==> src/rtl/apb_decoder_bridge.sv <==
`timescale 1ns/1ps
`default_nettype none
// ============================================================================
// Module   : apb_decoder_bridge
// Brief    : APB 1-to-NSLAVES splitter, address-field decode, registered
//            outputs, error completion for unmapped and timed-out accesses.
// Revision : 1.0
// ============================================================================
module apb_decoder_bridge #(
    parameter int          AWIDTH   = 32,
    parameter int          NSLAVES  = 4,
    parameter int          SEL_BITS = 2,
    parameter int          SEL_LSB  = 12,
    parameter int          TIMEOUT  = 255,
    parameter logic [31:0] ERR_DATA = 32'h0
) (
    input  logic                  clk,
    input  logic                  reset,
    input  logic [AWIDTH-1:0]     input_PADDR,
    input  logic                  input_PSEL,
    input  logic                  input_PENABLE,
    input  logic                  input_PWRITE,
    input  logic [31:0]           input_PWDATA,
    output logic                  input_PREADY,
    output logic [31:0]           input_PRDATA,
    output logic                  input_PSLVERROR,
    output logic [AWIDTH-1:0]     output_PADDR,
    output logic [NSLAVES-1:0]    output_PSEL,
    output logic                  output_PENABLE,
    output logic                  output_PWRITE,
    output logic [31:0]           output_PWDATA,
    input  logic [NSLAVES-1:0]    output_PREADY,
    input  logic [NSLAVES*32-1:0] output_PRDATA,
    input  logic [NSLAVES-1:0]    output_PSLVERROR,
    output logic                  timeout_event
);

    localparam logic [1:0] c_IDLE   = 2'd0;
    localparam logic [1:0] c_SETUP  = 2'd1;
    localparam logic [1:0] c_ACCESS = 2'd2;
    localparam logic [1:0] c_RESP   = 2'd3;

    localparam int                 c_CW       = (TIMEOUT < 2) ? 1 : $clog2(TIMEOUT + 1);
    localparam logic [c_CW-1:0]    c_TMO_LAST = c_CW'((TIMEOUT > 0) ? (TIMEOUT - 1) : 0);
    localparam logic [SEL_BITS:0]  c_NSLV     = (SEL_BITS + 1)'(NSLAVES);

    logic [1:0]          r_state;
    logic [c_CW-1:0]     r_count;

    logic [SEL_BITS-1:0] w_idx;
    logic                w_mapped;
    logic [NSLAVES-1:0]  w_onehot;
    logic                w_rdy;
    logic                w_serr;
    logic [31:0]         w_srdata;
    logic                w_tmo;

    // The registered one-hot PSEL doubles as the response mux select, so
    // unselected slaves can never leak ready/data/error upstream.
    always_comb begin
        w_idx    = input_PADDR[SEL_LSB +: SEL_BITS];
        w_mapped = ({1'b0, w_idx} < c_NSLV);
        w_onehot = '0;
        w_rdy    = 1'b0;
        w_serr   = 1'b0;
        w_srdata = '0;
        for (int i = 0; i < NSLAVES; i++) begin
            if (w_idx == SEL_BITS'(i)) begin
                w_onehot[i] = 1'b1;
            end
            if (output_PSEL[i]) begin
                w_rdy    = w_rdy | output_PREADY[i];
                w_serr   = w_serr | output_PSLVERROR[i];
                w_srdata = w_srdata | output_PRDATA[32*i +: 32];
            end
        end
        // Counter holds the number of not-ready ACCESS cycles already seen;
        // this one is the last allowed when it equals TIMEOUT-1.
        w_tmo = (TIMEOUT != 0) && (r_count == c_TMO_LAST);
    end

    always_ff @(posedge clk or posedge reset) begin
        if (reset) begin
            r_state         <= c_IDLE;
            r_count         <= '0;
            input_PREADY    <= 1'b0;
            input_PRDATA    <= '0;
            input_PSLVERROR <= 1'b0;
            output_PADDR    <= '0;
            output_PSEL     <= '0;
            output_PENABLE  <= 1'b0;
            output_PWRITE   <= 1'b0;
            output_PWDATA   <= '0;
            timeout_event   <= 1'b0;
        end else begin
            input_PREADY  <= 1'b0;
            timeout_event <= 1'b0;
            case (r_state)
                c_IDLE: begin
                    if (input_PSEL && input_PENABLE) begin
                        if (w_mapped) begin
                            output_PADDR   <= input_PADDR;
                            output_PWRITE  <= input_PWRITE;
                            output_PWDATA  <= input_PWDATA;
                            output_PSEL    <= w_onehot;
                            output_PENABLE <= 1'b0;
                            r_count        <= '0;
                            r_state        <= c_SETUP;
                        end else begin
                            input_PREADY    <= 1'b1;
                            input_PRDATA    <= ERR_DATA;
                            input_PSLVERROR <= 1'b1;
                            r_state         <= c_RESP;
                        end
                    end
                end
                c_SETUP: begin
                    output_PENABLE <= 1'b1;
                    r_state        <= c_ACCESS;
                end
                c_ACCESS: begin
                    if (w_rdy) begin
                        input_PREADY    <= 1'b1;
                        input_PRDATA    <= w_srdata;
                        input_PSLVERROR <= w_serr;
                        output_PSEL     <= '0;
                        output_PENABLE  <= 1'b0;
                        r_state         <= c_RESP;
                    end else if (w_tmo) begin
                        input_PREADY    <= 1'b1;
                        input_PRDATA    <= ERR_DATA;
                        input_PSLVERROR <= 1'b1;
                        output_PSEL     <= '0;
                        output_PENABLE  <= 1'b0;
                        timeout_event   <= 1'b1;
                        r_state         <= c_RESP;
                    end else begin
                        r_count <= r_count + 1'b1;
                    end
                end
                c_RESP: begin
                    r_state <= c_IDLE;
                end
                default: begin
                    r_state <= c_IDLE;
                end
            endcase
        end
    end

endmodule
`default_nettype wire

==> config.mk <==
export PLATFORM = sky130hd
export DESIGN_NAME = apb_decoder_bridge
export DESIGN_NICKNAME = d
export VERILOG_FILES = /design/src/rtl/apb_decoder_bridge.sv
export SDC_FILE = /design/constraint.sdc
export NUM_CORES = 1
export LEC_CHECK = 0
export ABC_AREA = 1
export CORE_MARGIN = 2
export CORE_UTILIZATION = 25
export DETAILED_ROUTE_END_ITERATION = 7
export HOLD_SLACK_MARGIN = 0.1
export PLACE_DENSITY = 0.66
export SLEW_MARGIN = 30
export SYNTH_ARGS = -nofsm -noshare
export SYNTH_HDL_FRONTEND = slang
export SYNTH_SLANG_ARGS = --single-unit
==> constraint.sdc <==
create_clock -name clk -period 5.27 [get_ports clk]
set_clock_uncertainty 0.15 [all_clocks]
set_input_delay 0.7905 -clock clk [delete_from_list [all_inputs] [get_ports clk]]
set_output_delay 0.7905 -clock clk [all_outputs]
set_load 0.01 [all_outputs]
==> out/qor.yml <==
synth.lib_cells_used.distinct: 27
cts_sinks: 115
grt_max_degree: 80
design.core.area_mm2: 0.0217
route.detailed.drc: 0
critical_path_cell_count: 2
yosysTopAreaCell: "dfrtp_1"
report.final.slew_viol_count: 0
antennaDiodeCount: 0
ys_top_cells_by_count: "nand2_1 (285), dfrtp_1 (115), mux2_2 (37), nand4_1 (33), mux2_4 (20)"
max-vdd-ir-drop_mv: 0.184
reg2reg_slack_ps: 2810
fmaxAchievable_mhz: 374
yosys_register_bits: 115
layout-drive-gt1-share_pct: 11.6
flow.area_growth_from_synthesis_pct: 73.3
io_pins: 310
power_per_cell_area_mw_per_mm2: 251
finalWorstPathRequiredPeriod_ps: 2680
x_dimension_of_the_die_um: 152
gp_congestion: 0.764
drt-total-wl_um: 17800
detail_route.vias_per_cell: 4.36
global_route.overflow_total: 0
finalCoreUtilization_pct: 43.8
fin_crit_sh_pct: 50.8
timing.max_slew.rel_slack_pct: 43.4
worstPathCellList: "buf_4, clkdlybuf4s50_1"
sequential_area_share_after_synthesis_pct: 52.4
timing.critical_path.max_delay_family: "buffers and inverters"
static-leakage-power_nw: 4.41
cts_tree: "done"
ys_top_cells_by_area: "dfrtp_1 (52%), nand2_1 (19%), mux2_2 (7.6%)"
critical_path.endpoint_type: "output port"
worst-path-buf-inv: 2
slew_of_the_pin_with_the_lowest_slew_margin_ps: 846
post_synthesis_net_count: 805
overall_fraction_of_global_route_tracks_in_use_pct: 15.5
synth_flop_cell: "dfrtp_1"
syn_area_mm2: 0.00549
worstReg2RegEnd: "r_count[1]$_DFFE_PP0P_"
preCtsSetupSlack_ps: 2240
grt_antenna_before_repair: 0
startpoint_type: "flop"
row_count: 54
initialDrtViolationCount: 150
clock_pin_slew_on_the_worst_setup_and_hold_paths_ps: 50
drv_cap: 0
post-cts-setup-buffers: 0
path_category_of_the_worst_min_delay_check: "flop to flop"
die_h_um: 152
timing.critical_path.slowest_cell_delay_ps: 620
yosysMostFrequentCell: "nand2_1"
ff2ff_path_depth: 9
status: "finished, final reports clean"
timing.critical_path.slowest_stage_cell: "clkdlybuf4s50_1"
post-route-worst-setup-slack_ps: 2590
tritoncts_buffer_count: 17
synth_edf_count: 0
path_class: "flop to output port"
cts.root.buffer_cell: "clkbuf_16"
postSynth.asyncResetShare_pct: 100
drt-pass1-iter-count: 4
synth.yosys.warnings: 0
grt_first_pass_wirelength_um: 28300
postSynthCellCount: 595
floorplan.initialDensity_pct: 25.3
vias_in_the_first_global_route: 5316
crit_fanout: 36
post_cts.resized_instances: 0
setup.worst_path.end: "output_PSEL[0]"
ctsHtreeMaxLevel: 4
totalNegativeSetupSlack_ps: 0
critical_path_arrival_ps: 1740
antenna_left: 0
cts-hold-fix-buffers: 0
final_net_count: 1109
fin_worst_hold_slack_ps: 317
launching_element_of_the_worst_setup_path: "output_PSEL[0]$_DFFE_PP0P_"
wire_per_inst_um: 14.9
setup_repair_after_global_routing_missed_its_margin: "no"
final-hold-violation-count: 0
overall_via_count_from_detail_route: 5197
r2r_start: "output_PSEL[0]$_DFFE_PP0P_"
max_root_sink_buffers: 2
synthesis.area_per_instance_um2: 9.22
dpl.hpwl_um: 12900
insertion_delay_ps: 400
port-buffer-count: 309
finalSetupViolCount: 0
required_ps: 4330
fp.dieArea_mm2: 0.0232
synth_top_cell_area_share_pct: 52.4
[cell families (layout without fill, tap and decap cells)]
| family | count (synthesis) | after routing | share of synthesized area [%] |
|---|---|---|---|
| muxes | 63 | 63 | 14.3 |
| xor gates and xnor gates | 3 | 3 | 0.479 |
| and+or+nand+nor | 355 | 355 | 26.6 |
| buffers and inverters | 43 | 359 | 3.88 |
| adders and majority gates | 5 | 5 | 1.14 |
| AOI/OAI and AO/OA | 11 | 11 | 1.16 |
| DFF | 115 | 115 | 52.4 |
[how the worst min path moves through the flow]
stage | start | endpoint | slack [ps] | cells past startpoint
2_1_floorplan | r_state[1]$_DFFE_PP0P_ | r_state[1]$_DFFE_PP0P_ | 320 | 2
3_3_place_gp | input_PRDATA[24]$_DFFE_PP0P_ | input_PRDATA[24]$_DFFE_PP0P_ | 300 | 2
3_5_place_dp | input_PRDATA[26]$_DFFE_PP0P_ | input_PRDATA[26]$_DFFE_PP0P_ | 310 | 2
4_1_cts | input_PRDATA[26]$_DFFE_PP0P_ | input_PRDATA[26]$_DFFE_PP0P_ | 320 | 2
5_1_grt | input_PRDATA[29]$_DFFE_PP0P_ | input_PRDATA[29]$_DFFE_PP0P_ | 340 | 2
6_report | input_PRDATA[3]$_DFFE_PP0P_ | input_PRDATA[3]$_DFFE_PP0P_ | 320 | 2
[power breakdown]
group | switching [mW] | total (mW) | internal [mW]
Combinational | 0.0412 | 0.173 | 0.132
Clock | 0.436 | 1.33 | 0.894
Sequential | 0 | 0.883 | 0.883
[per-stage QoR]
step                instance area (µm²)  std cells  power (mW)
global route                       9510       1191        2.48
detailed placement                 8830       1160        1.07
finish                             9510       1191        2.39
floorplan                          5490        595       0.914
global placement                   8830       1160        1.07
CTS                                9510       1191        2.43
[worst min-delay path, stage by stage (launching register included)]
cell	delay, ps
dfrtp_1	340
nand2_1	50
nand2_1	50
[final cells by class]
| cell class | instances | area [µm²] |
|---|---|---|
| timing repair buffer | 316 | 3150 |
| sequential | 115 | 2880 |
| fill | 2133 | 12200 |
| clock buffer | 17 | 425 |
| inverter | 12 | 50.0 |
| tap | 280 | 350 |
| multi-input combinational | 437 | 2410 |
| clock inverter | 14 | 250 |
[layout by cell type (no fill, tap or decap)]
master	count
o21ai_1	1
mux2_2	37
a21oi_1	1
xor2_1	2
o21ai_0	6
nand3_4	1
nor4_1	1
inv_2	2
o21a_1	1
mux2_1	6
inv_6	5
o21ai_2	1
bufinv_16	6
nand3_1	17
clkinv_4	4
mux2_4	20
nor2_1	12
nor2_2	2
buf_4	7
clkbuf_16	17
dfrtp_1	115
o21bai_1	1
inv_1	9
xnor2_1	1
nand4_1	33
ha_1	5
clkdlybuf4s50_1	309
nor2_4	1
nand2_2	3
nand2_1	285
[registers in the layout, indices dropped and copies added (netlist names), 2 cells and up]
signal         cells
output_PWDATA     32
output_PSEL        4
r_count            8
r_state            2
output_PADDR      32
input_PRDATA      32
[per-layer routing]
layer | routed length, µm | part of all wire, % | track usage [%]
met3 | 1380 | 7.8 | 4.81
met5 | 0 | 0 | 0
met4 | 243 | 1.4 | 5.38
met1 | 7500 | 42 | 18.1
met2 | 8660 | 49 | 26.8
No activity file was read; power rests on OpenSTA's default activity.
